<file path="config.mk">
export PLATFORM = sky130hd
export DESIGN_NAME = rsa_decrypt_core
export DESIGN_NICKNAME = d
export VERILOG_FILES = /design/src/rtl/rsa_decrypt_core.sv
export SDC_FILE = /design/constraint.sdc
export NUM_CORES = 1
export LEC_CHECK = 0
export CAP_MARGIN = 20
export CORE_MARGIN = 2
export CORE_UTILIZATION = 50
export DETAILED_ROUTE_END_ITERATION = 8
export PLACE_DENSITY = 0.67
export SYNTH_ARGS = -nofsm -noshare
export SYNTH_HDL_FRONTEND = slang
export SYNTH_SLANG_ARGS = --single-unit
</file>
<file path="constraint.sdc">
create_clock -name clk -period 14.7 [get_ports clk]
set_input_delay 2.205 -clock clk [delete_from_list [all_inputs] [get_ports clk]]
set_output_delay 2.205 -clock clk [all_outputs]
set_load 0.005 [all_outputs]
</file>
<file path="src/rtl/rsa_decrypt_core.sv">
// Iterative RSA decryption core: plaintext = ct^d mod N_MOD, right-to-left square-and-multiply, one exponent bit per cycle.
// Optional macro RSA_DEC_EARLY_EXIT_EN stops exponentiation once no exponent bits remain.
module rsa_decrypt_core #(
  parameter int WIDTH = 8,
  parameter int N_MOD = 21,
  parameter int D_KEY = 5
) (
  input  logic             clk,
  input  logic             rst,
  input  logic             key_load,
  input  logic [WIDTH-1:0] key_in,
  input  logic             ct_valid,
  output logic             ct_ready,
  input  logic [WIDTH-1:0] ct_data,
  output logic             pt_valid,
  input  logic             pt_ready,
  output logic [WIDTH-1:0] pt_data,
  output logic             busy
);

  localparam int CW = (WIDTH > 1) ? $clog2(WIDTH) : 1;

  localparam logic [WIDTH-1:0]   N_VEC    = WIDTH'(N_MOD);
  localparam logic [2*WIDTH-1:0] N_WIDE   = (2*WIDTH)'(N_MOD);
  localparam logic [WIDTH-1:0]   ONE_VEC  = {{(WIDTH-1){1'b0}}, 1'b1};
  localparam logic [WIDTH-1:0]   ZERO_VEC = {WIDTH{1'b0}};
  localparam logic [WIDTH-1:0]   D_RESET  = WIDTH'(D_KEY);
  localparam logic [CW-1:0]      CNT_LAST = CW'(WIDTH - 1);
  localparam logic [CW-1:0]      CNT_ZERO = {CW{1'b0}};
  localparam logic [CW-1:0]      CNT_ONE  = {{(CW-1){1'b0}}, 1'b1};

  typedef enum logic [1:0] {
    IDLE = 2'd0,
    EXP  = 2'd1,
    DONE = 2'd2
  } state_t;

  state_t           state_r, state_s;
  logic [WIDTH-1:0] d_r, d_s;
  logic [WIDTH-1:0] acc_r, acc_s;
  logic [WIDTH-1:0] base_r, base_s;
  logic [WIDTH-1:0] ebits_r, ebits_s;
  logic [CW-1:0]    cnt_r, cnt_s;
  logic [WIDTH-1:0] pt_data_r, pt_data_s;
  logic [WIDTH-1:0] acc_step_s;
  logic             last_s;

  // Full double-width product reduced modulo N in the same cycle
  function automatic logic [WIDTH-1:0] mod_mul(input logic [WIDTH-1:0] a,
                                               input logic [WIDTH-1:0] b);
    logic [2*WIDTH-1:0] prod;
    prod = {ZERO_VEC, a} * {ZERO_VEC, b};
    return WIDTH'(prod % N_WIDE);
  endfunction

  function automatic logic [WIDTH-1:0] mod_red(input logic [WIDTH-1:0] a);
    return a % N_VEC;
  endfunction

  // State and datapath registers
  always_ff @(posedge clk or posedge rst) begin
    if (rst) begin
      state_r   <= IDLE;
      d_r       <= D_RESET;
      acc_r     <= ZERO_VEC;
      base_r    <= ZERO_VEC;
      ebits_r   <= ZERO_VEC;
      cnt_r     <= CNT_ZERO;
      pt_data_r <= ZERO_VEC;
    end else begin
      state_r   <= state_s;
      d_r       <= d_s;
      acc_r     <= acc_s;
      base_r    <= base_s;
      ebits_r   <= ebits_s;
      cnt_r     <= cnt_s;
      pt_data_r <= pt_data_s;
    end
  end

  // Next-state and datapath update
  always_comb begin
    state_s    = state_r;
    d_s        = d_r;
    acc_s      = acc_r;
    base_s     = base_r;
    ebits_s    = ebits_r;
    cnt_s      = cnt_r;
    pt_data_s  = pt_data_r;
    acc_step_s = acc_r;
    last_s     = 1'b0;

    case (state_r)
      IDLE: begin
        if (key_load) begin
          d_s = key_in;
        end else begin
          d_s = d_r;
        end
        if (ct_valid) begin
          base_s  = mod_red(ct_data);
          acc_s   = mod_red(ONE_VEC);
          // A key loaded alongside the ciphertext already applies to it
          ebits_s = key_load ? key_in : d_r;
          cnt_s   = CNT_ZERO;
          state_s = EXP;
        end else begin
          state_s = IDLE;
        end
      end

      EXP: begin
        if (ebits_r[0]) begin
          acc_step_s = mod_mul(acc_r, base_r);
        end else begin
          acc_step_s = acc_r;
        end
        acc_s   = acc_step_s;
        base_s  = mod_mul(base_r, base_r);
        ebits_s = ebits_r >> 1;
        if (cnt_r != CNT_LAST) begin
          cnt_s = cnt_r + CNT_ONE;
        end else begin
          cnt_s = cnt_r;
        end
`ifdef RSA_DEC_EARLY_EXIT_EN
        last_s = (cnt_r == CNT_LAST) || (ebits_s == ZERO_VEC);
`else
        last_s = (cnt_r == CNT_LAST);
`endif
        if (last_s) begin
          pt_data_s = acc_step_s;
          state_s   = DONE;
        end else begin
          state_s   = EXP;
        end
      end

      DONE: begin
        if (pt_ready) begin
          state_s = IDLE;
        end else begin
          state_s = DONE;
        end
      end

      default: begin
        state_s = IDLE;
      end
    endcase
  end

  assign ct_ready = (state_r == IDLE) & ~rst;
  assign pt_valid = (state_r == DONE);
  assign busy     = (state_r == EXP) | (state_r == DONE);
  assign pt_data  = pt_data_r;

endmodule
</file>
* Word-level counts from Yosys, hierarchy flattened
Cells that the tools add are included.
Storage, ports and cells: register bits after elaboration 45, input port bits 21, output and inout port bits 11, word-level logic and storage cells 42
Cells by class: $add $sub $neg 1, multipliers 2, div/mod/pow operators 3, eq/ne operators 6, multiplexer cells 15, bitwise gates (word level) 3, reductions and logical operators 5
Operators with widths (number):
- $pmux W8 S2 | 3
- $mux W8 | 5
- $mod A16 B5 Y16 const B | 2
- $mul A8 B8 Y16 | 2
- $mod A8 B5 Y8 const B | 1
- $mux W3 | 2
- $pmux W2 S3 | 1
- $pmux W3 S2 | 1
- $mux W2 | 2
- $ne A2 B2 Y1 const B | 2
- $reduce_and A2 Y1 | 2
- $add A3 B1 Y3 const B | 1
- $eq A3 B3 Y1 const B | 1
- $ne A3 B3 Y1 const B | 1
- $reduce_and A3 Y1 | 1
- $eq A2 B1 Y1 const B | 1
- $eq A2 B2 Y1 const B | 1
- $logic_not A2 Y1 | 1
- $reduce_bool A2 Y1 | 1
- $and A1 B1 Y1 | 1
- $mux W1 | 1
- $not A1 Y1 | 1
- $or A1 B1 Y1 | 1

* Depth between registers and ports, before layout
depth after elaboration 4, depth in mapped cells 60, gate-level depth less buffers 54

* Least setup slack after synthesis
OpenSTA, ideal clock, no wires.
path kind flip-flop to flip-flop, start point reg base_r[5], end point reg base_r[6], setup time 132 ps, arrival time 12573 ps, data required time 14568 ps, setup slack 1995 ps, cell stages (with the launch flop) 58, buffers on the path 4, period minus slack after synthesis 12705 ps, cell sequence dfrtp_1 clkbuf_1 clkbuf_1 inv_1 nor2_1 fa_1 fa_1 inv_1 fa_1 fa_1 inv_1 ha_1 or2_1 nor3_1 a21oi_1 or3_1 and3_1 or3_4 [22 not listed] o32a_1 nand3_1 a2bb2o_4 nand3_1 and2_1 ha_1 nor2_1 nand3_1 a21oi_1 o21ai_2 xnor2_1 ha_1 inv_1 and2_1 a221oi_1 a21boi_1 xor2_1 o21ai_1
On the way: longest elaborated chain between the ends 3
RTL lines:
- start: declaration | RTL line 41 | logic [WIDTH-1:0] base_r, base_s;
- start signal: assignment | RTL line 74 | base_r <= base_s;
- $mul A8 B8 Y16 | RTL line 52 | prod = {ZERO_VEC, a} * {ZERO_VEC, b};
- $mod A16 B5 Y16 | RTL line 53 | return WIDTH'(prod % N_WIDE);
- $pmux W8 S2 | RTL line 93 | case (state_r)
No other way between the ends. A chain may end at the register's enable or synchronous reset.

* Worst setup path after layout
start point reg base_r[7], end point reg pt_data_r[7], in the netlist pt_data[7]
On the way: longest elaborated chain between the ends 3
RTL lines:
- $mul A8 B8 Y16 | RTL line 52
- $mod A16 B5 Y16 | RTL line 53
- $mux W8 | RTL line 113 | if (ebits_r[0]) begin
- end signal: assignment | RTL line 77 | pt_data_r <= pt_data_s;
- end: declaration | RTL line 44 | logic [WIDTH-1:0] pt_data_r, pt_data_s;
No other way between the ends.

==> impl_metrics.json <==
{
  "post_drt_wl_per_cell_um": 16.2,
  "slew_headroom_pct": 24.8,
  "yosysWarnings": 0,
  "antenna_cells": 0,
  "ys.flop_type": "dfrtp_1",
  "avgViaCountPerCell": 6.21,
  "crit_arrival_ns": 14.02,
  "grt_pass1_wl_um": 53100,
  "place.gp.congestion": 0.898,
  "critical_path_buf_inv_count": 4,
  "syn_nets": 1790,
  "synth.ff_latch_count": 45,
  "grt_pass1_vias": 11400,
  "port_buffers": 31,
  "fin_crit_ns": 13.85,
  "seq_area_frac_synth_pct": 8.80,
  "core_area_um2": 25200,
  "synth_edf_count": 0,
  "rsz0062_at_grt": "true",
  "cts_buffers": 5,
  "cpPeakStageDelay_ns": 0.62,
  "syn_avg_cell_area_um2": 7.89,
  "grt_max_degree": 46,
  "fp.dieH_um": 164,
  "dp_hpwl_um": 24300,
  "drt-total-wl_um": 31500,
  "synthCells": 1626,
  "finalCritPeriodShare_pct": 94.2,
  "fmax_mhz": 72.2,
  "tightest_slew_ns": 1.10,
  "clk_pin_slew_ns": 0.06,
  "die_area_um2": 27000,
  "clk_latency_ns": 0.28,
  "timing.hold.ws_ns": 0.476,
  "detail_route.iter0.violations": 1101,
  "fp-row-count": 58,
  "layout-drive-gt1-share_pct": 11.4,
  "synth_area_um2": 12800,
  "antenna_found_initial": 0,
  "num-nets-final": 1780,
  "setup_violations": 0,
  "cts_sinks": 45,
  "setup-tns-final_ns": 0,
  "worstSetupPathType": "reg2reg",
  "cpLargestDelayFamily": "compound AO/OA/AOI/OAI gates",
  "start_util_pct": 50.9,
  "clockBufferDepth": 2,
  "max_cap_violations": 0,
  "final_max_slew_viol_count": 0,
  "multi_input_area_um2": 11100,
  "synthArstFlopShare_pct": 100,
  "skew_ns": 0.00290,
  "die_x_um": 164,
  "gr-total-overflow": 0,
  "postRouteAntennaNets": 0,
  "cts_max_level": 2,
  "hold_viol_final": 0,
  "grt_usage_pct": 22.8,
  "crit_required_ns": 14.87,
  "remaining_drc_errors": 0,
  "vias": 12100,
  "status": "completed",
  "ys_types": 132,
  "regArea_um2": 1140,
  "hp-class": "reg2reg",
  "syn2layout_area_growth_pct": 6.55,
  "slowest_stage": "or4_1",
  "start_kind": "register",
  "cts_tree": "built",
  "n_fill_cell": 2359,
  "io-pin-count": 32,
  "endpoint_kind": "register",
  "crit_fanout": 17,
  "first_pass_iters": 5,
  "r2r_slack_ns": 0.85,
  "cts_root_buf": "clkbuf_16"
}
==> worst register-to-register path, delay by kind of cell, from the launching register on <==
kind / cells / cell delay, ns
AOI/OAI and AO/OA: 21 / 5.68
xor gates and xnor gates: 2 / 0.73
adders and majority gates: 7 / 3.04
buffers and inverters: 4 / 0.49
DFF: 1 / 0.53
muxes: 4 / 0.63
and+or+nand+nor: 10 / 2.64
==> path summary, 6_finish.rpt <==
path,from,endpoint,cells after the start
setup reg to reg,base_r[7],pt_data[7],48
hold / removal,ebits_r[1],ebits_r[1],1
hold reg to reg,ebits_r[1],ebits_r[1],1
max in group asynchronous,rst,base_r[4],2
min in group asynchronous,rst,pt_data[4],2
setup / recovery,base_r[7],pt_data[7],48
==> state kept, by name (all words and copies together), names as in the netlist <==
name     flops
d_r          8
state_r      2
base_r       8
ebits_r      8
cnt_r        3
acc_r        8
pt_data      8
==> stage by stage <==
step | cell area (um^2) | setup slack, ns | instances | util, %
detailed placement | 13300 | 0.470 | 1932 | 53.0
floorplan | 12800 | 1.99 | 1626 | -
global placement | 13300 | 0.729 | 1932 | 53.0
finish | 13700 | 0.849 | 1947 | 54.3
CTS | 13500 | 0.423 | 1940 | 53.5
global route | 13700 | -0.0194 | 1947 | 54.3
==> kinds of logic after synthesis <==
kind of cell	after synthesis	synth area share, %
flip-flops	45	8.80
XOR/XNOR	72	5.53
AND/OR/NAND/NOR	566	22.8
buffers and inverters	178	5.63
multiplexers	74	6.26
adder cells (fa/ha/maj)	146	17.7
AO/OA/AOI/OAI	545	33.2
==> synth_stat cells (all sizes together), types with 22 or more instances <==
library cell | number | area share (%)
a211oi | 38 | 2.7
a21o | 25 | 1.5
a21oi | 110 | 4.8
and2 | 92 | 4.5
buf | 28 | 1.2
clkbuf | 39 | 1.1
dfrtp | 43 | 8.4
fa | 61 | 9.5
ha | 82 | 8.0
inv | 111 | 3.2
mux2 | 22 | 2.0
mux2i | 52 | 4.2
nand2 | 144 | 4.3
nand3 | 49 | 2.0
nor2 | 115 | 3.4
nor3 | 40 | 1.8
o211ai | 27 | 1.9
o21ai | 105 | 4.3
xnor2 | 58 | 4.3
==> cells in the final DEF (no fill, tap or decap), drive strengths merged, types with 22 or more instances in the layout <==
cell type      netlist  layout
o21ai              105     105
a21o                25      25
fa                  61      61
mux2                22      22
mux2i               52      52
nor2               115     115
nor3                40      40
xnor2               58      58
and2                92      92
o211ai              27      27
nand3               49      49
ha                  82      82
inv                111     111
nand2              144     144
dfrtp               43      43
a211oi              38      38
clkdlybuf4s50        0      31
a21oi              110     110
==> final cells by class <==
cell class                      count  area share [%]
Clock buffer                        6           0.943
Clock inverter                      2          0.0732
Inverter                          111            3.05
Multi-Input combinational cell   1404            81.3
Sequential cell                    45            8.31
Tap cell                          330            3.02
Timing Repair Buffer               49            3.26
==> timing repair <==
action / 4_1_cts / 5_1_grt
hold buffers: 0 / 0
endpoints found under the setup margin: 0 / 22
gates resized for setup: 0 / 30
setup buffers: 0 / 6
==> per-layer routing <==
layer	GRT usage [%]	routed length, um	up-vias
met1	32.8	15300	5739
met4	3.47	318	0
li1	-	-	6028
met3	1.52	1140	31
met2	38.3	14700	295
met5	0	0	-
Power is left out: the tool's default activity adds up to more than one toggle a clock period on the data nets, which glitch-free logic cannot reach.
